[config.mk]
export PLATFORM = sky130hd
export DESIGN_NAME = step_cnt_p_flat
export DESIGN_NICKNAME = d
export VERILOG_FILES = /design/src/rtl/step_cnt_pkg.sv /design/src/rtl/step_cnt_p_if.sv /design/src/rtl/step_cnt_p_ce_delay_line.sv /design/src/rtl/step_cnt_p.sv /design/src/flat_wrapper.sv
export SDC_FILE = /design/constraint.sdc
export NUM_CORES = 1
export LEC_CHECK = 0
export CORE_MARGIN = 2
export CORE_UTILIZATION = 41
export CTS_CLUSTER_SIZE = 20
export DETAILED_ROUTE_END_ITERATION = 6
export PLACE_DENSITY = 0.71
export SETUP_SLACK_MARGIN = 0.02
export SYNTH_ARGS = -nofsm -noshare
export SYNTH_HDL_FRONTEND = slang
export SYNTH_SLANG_ARGS = --single-unit
[constraint.sdc]
create_clock -name clk_i -period 1.55 [get_ports clk_i]
set_input_delay 0.155 -clock clk_i [delete_from_list [all_inputs] [get_ports clk_i]]
set_output_delay 0.155 -clock clk_i [all_outputs]
set_load 0.05 [all_outputs]
[src/rtl/step_cnt_pkg.sv]
// step_cnt_pkg: shared constants and types for the delayed-enable step counter.
// Rev 1.0
`default_nettype none

package step_cnt_pkg;

  localparam logic DIR_UP    = 1'b1;
  localparam logic DIR_DN    = 1'b0;

  localparam int   DEF_WIDTH = 5;
  localparam int   DEF_DELAY = 2;
  localparam int   MAX_DELAY = 7;

  // One enable-pipeline slot: the count enable and the direction travel together.
  typedef struct packed {
    logic ce;
    logic dir;
  } ce_pipe_t;

endpackage : step_cnt_pkg

`default_nettype wire

[src/rtl/step_cnt_p_if.sv]
// step_cnt_p_if: control/status bundle of the step counter (master drives, slave counts).
// Rev 1.0
`default_nettype none

interface step_cnt_p_if
  import step_cnt_pkg::*;
#(
  parameter int WIDTH = DEF_WIDTH
);

  logic             sclr;
  logic             ce;
  logic             dir;
  logic             load;
  logic [WIDTH-1:0] load_val;
  logic [WIDTH-1:0] cnt;
  logic             tc;
  logic             busy;

  modport master (
    output sclr,
    output ce,
    output dir,
    output load,
    output load_val,
    input  cnt,
    input  tc,
    input  busy
  );

  modport slave (
    input  sclr,
    input  ce,
    input  dir,
    input  load,
    input  load_val,
    output cnt,
    output tc,
    output busy
  );

endinterface : step_cnt_p_if

`default_nettype wire

[src/rtl/step_cnt_p_ce_delay_line.sv]
// ce_delay_line: DELAY-stage shift register for {CE,DIR} with async reset, sync flush, BUSY.
// Rev 1.0
`default_nettype none

module ce_delay_line
  import step_cnt_pkg::*;
#(
  parameter int DELAY = DEF_DELAY
) (
  input  logic     clk_i,
  input  logic     rst_ni,
  input  logic     flush_i,
  input  ce_pipe_t data_i,
  output ce_pipe_t data_o,
  output logic     busy_o
);

  if (DELAY == 0) begin : g_bypass

    assign data_o = data_i;
    assign busy_o = 1'b0;

    // No storage in this configuration; the control inputs are intentionally ignored.
    logic unused_bypass;
    assign unused_bypass = ^{clk_i, rst_ni, flush_i};

  end else begin : g_pipe

    ce_pipe_t [DELAY-1:0] stage_q;

    always_ff @(posedge clk_i or negedge rst_ni) begin
      if (!rst_ni) begin
        stage_q <= '0;
      end else if (flush_i) begin
        stage_q <= '0;
      end else begin
        stage_q[0] <= data_i;
        for (int i = 1; i < DELAY; i++) begin
          stage_q[i] <= stage_q[i-1];
        end
      end
    end

    assign data_o = stage_q[DELAY-1];

    always_comb begin
      busy_o = 1'b0;
      for (int i = 0; i < DELAY; i++) begin
        busy_o = busy_o | stage_q[i].ce;
      end
    end

  end

endmodule : ce_delay_line

`default_nettype wire

[src/rtl/step_cnt_p.sv]
// step_cnt_p: up/down step counter with delayed enable; wraps at MAX_VAL, or clamps
// at 0/MAX_VAL when STEP_CNT_SAT_EN is defined.  Rev 1.0
`default_nettype none

module step_cnt_p
  import step_cnt_pkg::*;
#(
  parameter int WIDTH   = DEF_WIDTH,
  parameter int DELAY   = DEF_DELAY,
  parameter int MAX_VAL = 2**WIDTH - 1,
  parameter int STEP    = 1
) (
  input  logic        clk_i,
  input  logic        rst_ni,
  step_cnt_p_if.slave bus
);

  if (WIDTH < 2 || WIDTH > 16) begin : g_bad_width
    $fatal(1, "step_cnt_p: WIDTH must be within 2..16");
  end
  if (DELAY < 0 || DELAY > MAX_DELAY) begin : g_bad_delay
    $fatal(1, "step_cnt_p: DELAY must be within 0..7");
  end
  if (MAX_VAL < 1 || MAX_VAL > 2**WIDTH - 1) begin : g_bad_max
    $fatal(1, "step_cnt_p: MAX_VAL must be within 1..2**WIDTH-1");
  end
  if (STEP < 1 || STEP > MAX_VAL) begin : g_bad_step
    $fatal(1, "step_cnt_p: STEP must be within 1..MAX_VAL");
  end

  // One extra bit keeps cnt+STEP and cnt+MAX_VAL+1 exact.
  localparam logic [WIDTH:0] c_max  = (WIDTH+1)'(MAX_VAL);
  localparam logic [WIDTH:0] c_step = (WIDTH+1)'(STEP);
  localparam logic [WIDTH:0] c_mod  = (WIDTH+1)'(MAX_VAL + 1);

  ce_pipe_t         pipe_in;
  ce_pipe_t         pipe_out;
  logic             busy;

  logic [WIDTH-1:0] cnt_q;
  logic [WIDTH-1:0] cnt_d;
  logic             tc_q;
  logic             tc_d;

  logic [WIDTH:0]   cnt_x;
  logic [WIDTH-1:0] step_nxt;
  logic             step_tc;

  assign pipe_in = ce_pipe_t'{ce: bus.ce, dir: bus.dir};

  ce_delay_line #(
    .DELAY (DELAY)
  ) u_ce_delay_line (
    .clk_i   (clk_i),
    .rst_ni  (rst_ni),
    .flush_i (bus.sclr),
    .data_i  (pipe_in),
    .data_o  (pipe_out),
    .busy_o  (busy)
  );

  assign cnt_x = {1'b0, cnt_q};

  always_comb begin
    step_nxt = cnt_q;
    step_tc  = 1'b0;
    case (pipe_out.dir)
      DIR_UP: begin
`ifdef STEP_CNT_SAT_EN
        if (cnt_x + c_step >= c_max) begin
          step_nxt = WIDTH'(c_max);
          step_tc  = 1'b1;
        end else begin
          step_nxt = WIDTH'(cnt_x + c_step);
        end
`else
        if (cnt_x > c_max - c_step) begin
          step_nxt = WIDTH'(cnt_x + c_step - c_mod);
          step_tc  = 1'b1;
        end else begin
          step_nxt = WIDTH'(cnt_x + c_step);
        end
`endif
      end
      DIR_DN: begin
`ifdef STEP_CNT_SAT_EN
        if (cnt_x <= c_step) begin
          step_nxt = '0;
          step_tc  = 1'b1;
        end else begin
          step_nxt = WIDTH'(cnt_x - c_step);
        end
`else
        if (cnt_x < c_step) begin
          step_nxt = WIDTH'(cnt_x + c_mod - c_step);
          step_tc  = 1'b1;
        end else begin
          step_nxt = WIDTH'(cnt_x - c_step);
        end
`endif
      end
    endcase
  end

  // A delayed enable landing on a LOAD edge is dropped, not deferred.
  always_comb begin
    cnt_d = cnt_q;
    tc_d  = 1'b0;
    if (bus.sclr) begin
      cnt_d = '0;
    end else if (bus.load) begin
      if ({1'b0, bus.load_val} > c_max) begin
        cnt_d = WIDTH'(c_max);
      end else begin
        cnt_d = bus.load_val;
      end
    end else if (pipe_out.ce) begin
      cnt_d = step_nxt;
      tc_d  = step_tc;
    end
  end

  always_ff @(posedge clk_i or negedge rst_ni) begin
    if (!rst_ni) begin
      cnt_q <= '0;
      tc_q  <= 1'b0;
    end else begin
      cnt_q <= cnt_d;
      tc_q  <= tc_d;
    end
  end

  assign bus.cnt  = cnt_q;
  assign bus.tc   = tc_q;
  assign bus.busy = busy;

endmodule : step_cnt_p

`default_nettype wire

[src/flat_wrapper.sv]
// flat-port wrapper written by rule: the top's interface ports become plain ports
module step_cnt_p_flat import step_cnt_pkg::*;
#(
  parameter int WIDTH   = DEF_WIDTH,
  parameter int DELAY   = DEF_DELAY,
  parameter int MAX_VAL = 2**WIDTH - 1,
  parameter int STEP    = 1
)
  (clk_i, rst_ni, bus_sclr, bus_ce, bus_dir, bus_load, bus_load_val, bus_cnt, bus_tc, bus_busy);
  step_cnt_p_if #(.WIDTH(WIDTH)) bus_i ();
  input  logic clk_i;
  input  logic rst_ni;
  input wire logic [$bits(bus_i.sclr)-1:0] bus_sclr;
  input wire logic [$bits(bus_i.ce)-1:0] bus_ce;
  input wire logic [$bits(bus_i.dir)-1:0] bus_dir;
  input wire logic [$bits(bus_i.load)-1:0] bus_load;
  input wire logic [$bits(bus_i.load_val)-1:0] bus_load_val;
  output wire logic [$bits(bus_i.cnt)-1:0] bus_cnt;
  output wire logic [$bits(bus_i.tc)-1:0] bus_tc;
  output wire logic [$bits(bus_i.busy)-1:0] bus_busy;
  assign bus_i.sclr = bus_sclr;
  assign bus_i.ce = bus_ce;
  assign bus_i.dir = bus_dir;
  assign bus_i.load = bus_load;
  assign bus_i.load_val = bus_load_val;
  assign bus_cnt = bus_i.cnt;
  assign bus_tc = bus_i.tc;
  assign bus_busy = bus_i.busy;
  step_cnt_p #(.WIDTH(WIDTH), .DELAY(DELAY), .MAX_VAL(MAX_VAL), .STEP(STEP)) u_core (.clk_i(clk_i), .rst_ni(rst_ni), .bus(bus_i));
endmodule
* Yosys cells after proc, flatten, opt, wreduce, memory -nomap -nowiden
Index checks and enable logic that the tools add are counted.
** Word-level totals
- Flip-flop bits (word level) :: 10
- Bits of input ports :: 11
- Output and inout bits :: 7
- Logic and storage cells :: 29
** Operators by class
- Add/sub/neg operators :: 5
- $lt $le $gt $ge :: 2
- Mux-type cells :: 13
- Bitwise gates (word level) :: 2
- Reduce and logical (&&, ||, !) cells :: 1
** Operators by type and width (count)
- 2-to-1 mux 5 bit :: 5
- subtractor 5 x 1 -> 5 bit, second input constant :: 3
- adder 5 x 1 -> 5 bit, second input constant :: 2
- one-hot mux 5 bit (2 select lines) :: 1
- greater-than comparator 5 bit, second input constant :: 1
- < comparator 5 x 1 -> 1 bit, second input constant :: 1
- 2-to-1 mux 1 bit :: 5
- 2-to-1 mux 4 bit :: 1
- nonzero test 3 bit :: 1
- one-hot mux 1 bit (2 select lines) :: 1
- NOT 1 bit :: 1
- bitwise OR 1 bit :: 1

* Longest topological paths before layout
Gate-level depths: netlist of run 1.
- Depth in word-level cells :: 7
- Mapped depth :: 5
- Gate-level depth less buffers :: 5

* By module
Synthesis of run 1 repeated with hierarchy kept, for this count alone.
** Second synthesis, totals
- Cell total of the unflattened synthesis :: 56
- Area total of the unflattened synthesis :: 573.0 µm²
** By module, submodules not included
- step_cnt_p :: instances 1, cells an instance 45, area an instance 426.7 µm², seq. area each 150.1 µm²
- ce_delay_line :: instances 1, cells an instance 11, area an instance 146.4 µm², seq. area each 100.1 µm²

* Least setup slack after synthesis of run 1
No wires, ideal clock.
- Path kind :: register to register
- From :: register u_core.cnt_q[0] (netlist: u_core.bus.cnt[0])
- To :: register u_core.cnt_q[2] (netlist: u_core.bus.cnt[2])
- Library setup time :: 0.127 ns
- Arrival :: 1.752 ns
- Required time :: 1.423 ns
- Setup slack :: -0.329 ns
- Cell stages (with the launch flop) :: 6
- Buffers on the path :: 0
- Period minus slack after synthesis :: 1.879 ns
- Cells stage by stage :: dfrtp_1 -> inv_1 -> ha_1 -> mux2_4 -> and3_1 -> a311o_2
** On the way
- Word-level cells in the longest chain between the ends :: 7
- Elaborated cells on any way between the ends :: 13
- Those cells by class :: add/sub: 5; order compare: 2; mux: 6
** Ends and longest elaborated chain
- from (decl) :: line step_cnt_p.sv:40 : logic [WIDTH-1:0] cnt_q;
- from (signal assigned) :: line step_cnt_p.sv:128 : cnt_q <= cnt_d;
- adder 5 x 1 -> 5 bit, on equally long branches :: line step_cnt_p.sv:95, step_cnt_p.sv:78, step_cnt_p.sv:81
- subtractor 5 x 1 -> 5 bit, on equally long branches :: line step_cnt_p.sv:95, step_cnt_p.sv:78
- 2-to-1 mux 5 bit, on equally long branches :: line step_cnt_p.sv:94, step_cnt_p.sv:77
- one-hot mux 5 bit (2 select lines) (*) :: line step_cnt_p.sv:67 : case (pipe_out.dir)
- 2-to-1 mux 5 bit (*) :: line step_cnt_p.sv:117 : end else if (pipe_out.ce) begin
- 2-to-1 mux 5 bit (*) :: line step_cnt_p.sv:111 : end else if (bus.load) begin
- 2-to-1 mux 5 bit (*) :: line step_cnt_p.sv:109 : if (bus.sclr) begin
Every way passes the cells marked *; elsewhere a longest branch is shown, timed or not. The select of a mux whose other input is x is not followed.
A chain may end at the register's enable or synchronous reset.

* Final worst setup path of run 1
- From :: register u_core.cnt_q[1] (netlist: u_core.bus.cnt[1])
- To :: register u_core.cnt_q[4] (netlist: u_core.bus.cnt[4])
Same word-level chain as after synthesis.

==> impl_metrics.tcl, run 1 <==
set metrics [dict create \
    post-route-period-util_pct 97.21 \
    rsz0062_at_grt "false" \
    dp_cells 101 \
    synth_top_area_share_pct 38.54 \
    initial_utilization_pct 43.61 \
    ys_seq_area_share_pct 38.54 \
    synthesis.nets 78 \
    finalHoldViolCount 0 \
    syn-cell-area_um2 649.4 \
    cts_buffer_depth 2 \
    status "finished, final reports clean" \
    grt_pass1_wl_um 2573 \
    die_h_um 43.80 \
    slew_violations 0 \
    antenna_found_initial 0 \
    grt.total_usage_pct 18.03 \
    instances_no_fill 105 \
    portBuffers 17 \
    share_comb_of_total_power_pct 28.9 \
    clkPwrFrac_pct 31.6 \
    finalSetupViolations 0 \
    ff2ff_setup_slack_ns 0.04 \
    grt.overflow.total 0 \
    min_period_ns 1.507 \
    hold_class "in2async" \
    p_leak_nw 0.4157 \
    irDropWorstVdd_uv 454.5 \
    drive_above_1_share_pct 39.33 \
    die_x_um 43.80 \
    critPathLaunchType "flop" \
    grt_pass1_vias 611 \
    ys.warnings.count 0 \
    finalNetCount 104 \
    postCtsSetupBuffers 0 \
    crit_type "reg2reg" \
    startpoint "u_core.bus.cnt[1]$_DFFE_PN0P_" \
    cts_tree "yes" \
    reg2reg_from "u_core.bus.cnt[1]$_DFFE_PN0P_" \
    required_ns 1.69 \
    path_cells "ha_2 > and4_4 > o2111ai_2 > or3b_1" \
    rows 14 \
    seq_power_share_pct 39.5 \
    max_slew.worst_pin.slew_ns 0.4966 \
    power.switching_w 0.0002383 \
    pin_count 18 \
    cts_made_buffers 3 \
    critical-path-max-stage-delay_ns 0.45 \
    hpwl_um 1132 \
    cellPowerDensity_nw_per_um2 808.1 \
    synthCells 64 \
    worst_setup_path_end_kind "flop" \
    cp_slowest_cell "dfrtp_2" \
    tns_ns 0 \
    reg2reg_depth 4 \
    clk_pin_slew_ns 0.07 \
    yosys.area.top_type "dfrtp_1" \
    syn2layout_area_growth_pct 44.89 \
    slew_headroom_pct 66.79 \
    wire_per_inst_um 15.08 \
    worstPathArrival_ns 1.65 \
    core_um2 1489 \
    postRouteAntennaNets 0 \
    drc 0 \
    p_int_w 0.0005221 \
    dieArea_um2 1918 \
    p_sw_share_pct 31.34 \
    htree_levels 1 \
    clock_latency_ns 0.27 \
    crit_fanout 5 \
    yosys.cell_types.count 36 \
    postSynthAreaPerCell_um2 10.15 \
    antenna_cells 0 \
    yosys-top-cells-area "dfrtp_1 (39%), ha_1 (5.8%), a2111oi_4 (4.2%)" \
    finalClockSkew_ns 0.002208 \
    num_vias 598 \
    place_congestion 0.8260 \
    cts_root_buf "clkbuf_4" \
    cts_sinks 10 \
    routed_wl_um 1583 \
    grt_start_max_net_pins 11 \
    max_freq_mhz 663.7 \
    vias_per_cell 5.695 \
    drtPass1Iterations 6 \
    ys_ff_latch 10 \
    drv_cap 0 \
    drt_iter0_drc 8 \
    r2r_end "u_core.bus.cnt[4]$_DFFE_PN0P_" \
]
final cells by class:
class	instances	area, um^2
well taps	16	20.02
repair buffers	25	212.7
fillers	127	548.0
multi-input cells	44	396.6
flip-flops and latches	10	252.7
inverters	6	22.52
clock buffers	4	36.28
timing repair:
action                     in CTS  in global routing
setup endpoints to repair       0                  3
hold buffers                    0                  0
gates resized for setup         0                  5
cell usage after synthesis (all sizes together):
library cell and number:
a2111oi 1, a221oi 1, nor2 4, nand3 1
and3 2, xnor2 1, nor3b 1, a311o 1
inv 6, ha 3, buf 4, xor2 1
nor3 1, or4b 1, o2111ai 1, o31ai 1
dfrtp 10, nand2 1, o211ai 1, or2 1
nand4 1, a21oi 3, a31oi 1, nor2b 4
or3b 1, mux2 1, or4 1, mux2i 1
and4 1, nand4b 1, nand2b 1, nor4b 2
nor4 1, nand3b 2
power groups by stage:
| stage | clock network [W] | registers, W | logic, W |
|---|---|---|---|
| after floorplan | 0 | 0.000336 | 0.0000867 |
| after global placement | 0 | 0.000302 | 0.000201 |
| after detailed placement | 0 | 0.000304 | 0.000204 |
| after CTS | 0.000253 | 0.000298 | 0.000205 |
| after global routing | 0.000262 | 0.000303 | 0.000237 |
| final | 0.000241 | 0.000300 | 0.000220 |
per-layer routing:
| metal | vias to the layer above | global-route usage, % | part of all wire, % |
|---|---|---|---|
| met1 | 290 | 23.38 | 42 |
| met3 | 4 | 2.917 | 6.4 |
| met4 | 0 | 8.485 | 1.3 |
| li1 | 282 | - | - |
| met5 | - | 0 | 0 |
| met2 | 22 | 29.12 | 50 |
sequential cells by signal (all words and copies together), names as in the netlist:
register                               cells
u_core.bus.cnt                             5
u_core.bus.tc                              1
u_core.u_ce_delay_line.data_o              2
u_core.u_ce_delay_line.g_pipe.stage_q      2
stage by stage:
stage,util [%],hold slack (ns),worst slack (ns),area (um^2),power (W)
floorplan,-,-0.1406,-0.08287,664.4,0.0004231
global placement,58.49,0.4426,0.06375,870.8,0.0005037
detailed placement,58.49,0.4560,0.04629,870.8,0.0005075
CTS,60.92,0.2284,0.04996,907.1,0.0007562
global route,63.19,0.2455,0.006322,940.9,0.0008016
finish,63.19,0.2175,0.04328,940.9,0.0007604
kinds of logic (layout without fill, tap and decap cells):
kind of cell | Yosys count | after routing | share of synthesized area [%]
AO/OA/AOI/OAI | 10 | 10 | 14.26
AND/OR/NAND/NOR | 27 | 27 | 27.36
buffers and inverters | 10 | 35 | 7.513
adder cells (fa/ha/maj) | 3 | 3 | 5.781
multiplexers | 2 | 2 | 3.853
XOR/XNOR | 2 | 2 | 2.698
flip-flops | 10 | 10 | 38.54
how the worst max path moves through the flow:
stage | slack [ns] | cells after the start | end
floorplan | -0.08 | 5 | u_core.bus.cnt[2]$_DFFE_PN0P_
global placement | 0.06 | 4 | u_core.bus.cnt[2]$_DFFE_PN0P_
detailed placement | 0.05 | 4 | u_core.bus.cnt[2]$_DFFE_PN0P_
CTS | 0.05 | 5 | u_core.bus.cnt[2]$_DFFE_PN0P_
global route | 0.006 | 4 | u_core.bus.cnt[4]$_DFFE_PN0P_
finish | 0.04 | 4 | u_core.bus.cnt[4]$_DFFE_PN0P_
layout by cell type (no fill, tap or decap), drive strengths merged, types with 2 or more instances in the layout:
cell type       n
clkdlybuf4s50  10
buf            15
a21oi           3
and3            2
nand3b          2
nor2b           4
nor4b           2
ha              3
dfrtp          10
inv             6
clkbuf          4
nor2            4
worst max-delay path: cells and delay by family, from the launching register on:
kind / cells / cell delay, ns
AOI/OAI and AO/OA: 1 / 0.19
adders and majority gates: 1 / 0.19
DFF: 1 / 0.45
and+or+nand+nor: 2 / 0.56
(Power assumes the default switching activity.)
==> run 2, diff against run 1 <==
--- a/config.mk
+++ b/config.mk
@@ -5,7 +5,7 @@
 export SDC_FILE = /design/constraint.sdc
 export NUM_CORES = 1
 export LEC_CHECK = 0
-export CORE_MARGIN = 2
+export CORE_MARGIN = 4
 export CORE_UTILIZATION = 41
 export CTS_CLUSTER_SIZE = 20
 export DETAILED_ROUTE_END_ITERATION = 6
==> impl_metrics.tcl, run 2 (synthesis gave the netlist of run 1 again) <==
set metrics [dict create \
    rows 14 \
    htree_levels 1 \
    mostFrequentLayoutCell "buf_4" \
    cellPowerDensity_nw_per_um2 811.7 \
    vias_per_cell 5.466 \
    place_congestion 0.8393 \
    postRouteAntennaNets 0 \
    finalSetupViolations 0 \
    path_cells "inv_2 > ha_2 > mux2_4 > and3_1 > a311o_2" \
    num_vias 563 \
    drc 0 \
    core_um2 1506 \
    cp_slowest_cell "dfrtp_2" \
    finalPower_w 0.0007414 \
    ff2ff_setup_slack_ns 0.06 \
    ctsHoldBuffers 0 \
    syn2layout_area_growth_pct 40.66 \
    layout_common_cells "buf_4 (12), clkdlybuf4s50_1 (10), dfrtp_1 (8)" \
    antenna_found_initial 0 \
    finalClockSkew_ns 0.005167 \
    clock_latency_ns 0.26 \
    max_freq_mhz 669.4 \
    pin_count 18 \
    clk_pin_slew_ns 0.07 \
    largest_reg_flops 5 \
    hold_class "in2async" \
    routed_wl_um 1444 \
    status "finished, final reports clean" \
    critPathLaunchType "flop" \
    drive_above_1_share_pct 34.48 \
    required_ns 1.70 \
    crit_type "reg2reg" \
    cts_root_buf "clkbuf_4" \
    worst_setup_path_end_kind "flop" \
    placed_cell_area_um2 868.3 \
    antenna_cells 0 \
    p_leak_nw 0.4082 \
    finalHoldViolCount 0 \
    r2r_end "u_core.bus.cnt[2]$_DFFE_PN0P_" \
    grt.overflow.total 0 \
    hpwl_um 1131 \
    grt_start_max_net_pins 11 \
    cts_made_buffers 3 \
    min_period_ns 1.494 \
    drv_cap 0 \
    irDropWorstVdd_uv 547.5 \
    postCtsSetupBuffers 0 \
    worstPathArrival_ns 1.64 \
    grt.total_usage_pct 14.07 \
    critical-path-max-stage-delay_ns 0.41 \
    crit_fanout 6 \
    max_slew.worst_pin.slew_ns 0.4753 \
    finalNetCount 102 \
    fillerInstances 137 \
    portBuffers 17 \
    die_h_um 47.80 \
    initial_utilization_pct 43.11 \
    die_x_um 47.80 \
    cts_tree "yes" \
    reg2reg_from "u_core.bus.cnt[1]$_DFFE_PN0P_" \
    reg2reg_depth 5 \
    cts_sinks 10 \
    slew_headroom_pct 68.21 \
    post-route-period-util_pct 96.38 \
    dieArea_um2 2284 \
    rsz0062_at_grt "true" \
    slew_violations 0 \
    final_area_um2 913.4 \
    grt_pass1_wl_um 2277 \
    drtPass1Iterations 5 \
    wire_per_inst_um 14.02 \
    drt_iter0_drc 6 \
    grt_pass1_vias 526 \
    cts_buffer_depth 2 \
]
## run 2: cell count changes in the layout (fill, tap and decap cells not counted), sizes merged
cell	previous run	this run
buf	15	13
## run 2: worst max-delay path, delay by kind of cell, from the launching register on
kind                       cells  cell delay [ns]
buffers and inverters          1             0.04
adders and majority gates      1             0.18
and+or+nand+nor                1             0.16
AOI/OAI and AO/OA              1             0.30
DFF                            1             0.41
muxes                          1             0.29
## run 2: metal layers
layer  track usage (%)  part of all wire (%)
met4             3.226                     0
met5                 0                     0
met2             24.27                    47
met1             18.31                    45
met3             2.256                   7.7
## run 2: cell type report
| type | instances | area (um^2) | share of cell area, % |
|---|---|---|---|
| sequential | 10 | 252.7 | 27.67 |
| multi-input combinational | 44 | 371.6 | 40.68 |
| clock buffer | 4 | 36.28 | 3.973 |
| inverter | 6 | 22.52 | 2.466 |
| tap | 16 | 20.02 | 2.192 |
| timing repair buffer | 23 | 210.2 | 23.01 |
## run 2: how the worst max path moves through the flow
stage,start,endpoint
2_1_floorplan,u_core.bus.cnt[0]$_DFFE_PN0P_,u_core.bus.cnt[2]$_DFFE_PN0P_
3_3_place_gp,bus_sclr,u_core.bus.cnt[2]$_DFFE_PN0P_
3_5_place_dp,bus_sclr,u_core.bus.cnt[2]$_DFFE_PN0P_
4_1_cts,u_core.bus.cnt[1]$_DFFE_PN0P_,u_core.bus.cnt[4]$_DFFE_PN0P_
5_1_grt,u_core.bus.cnt[1]$_DFFE_PN0P_,u_core.bus.cnt[4]$_DFFE_PN0P_
6_report,u_core.bus.cnt[1]$_DFFE_PN0P_,u_core.bus.cnt[2]$_DFFE_PN0P_
## run 2: where the power goes
group / switching, W / internal (W)
logic: 0.000110 / 0.000101
clock network: 0.0000874 / 0.000142
registers: 0.0000241 / 0.000277
total: 0.000221 / 0.000520
## run 2: repair_timing
| item | 4_1_cts | 5_1_grt |
|---|---|---|
| setup endpoints to repair | 0 | 1 |
| gates resized for setup | 0 | 1 |
| endpoints found under the hold margin | 0 | 0 |
## run 2: stage by stage
stage	util, %	cells	TNS, ns	worst slack, ns	hold WS (ns)
4_1_cts	60.05	103	0	0.04446	0.2240
5_1_grt	60.63	103	0	0.01519	0.2373
6_report	60.63	103	0	0.05607	0.2186
2_1_floorplan	-	64	-0.1137	-0.08287	-0.1406
3_3_place_gp	57.64	99	0	0.05392	0.4546
3_5_place_dp	57.64	99	0	0.04014	0.4862
==> run 3, diff against run 2 <==
--- a/config.mk
+++ b/config.mk
@@ -5,6 +5,7 @@
 export SDC_FILE = /design/constraint.sdc
 export NUM_CORES = 1
 export LEC_CHECK = 0
+export CAP_MARGIN = 20
 export CORE_MARGIN = 4
 export CORE_UTILIZATION = 41
 export CTS_CLUSTER_SIZE = 20
==> results of run 3 <==
Same layout as run 2: the final DEF is identical, and so are final timing and power.
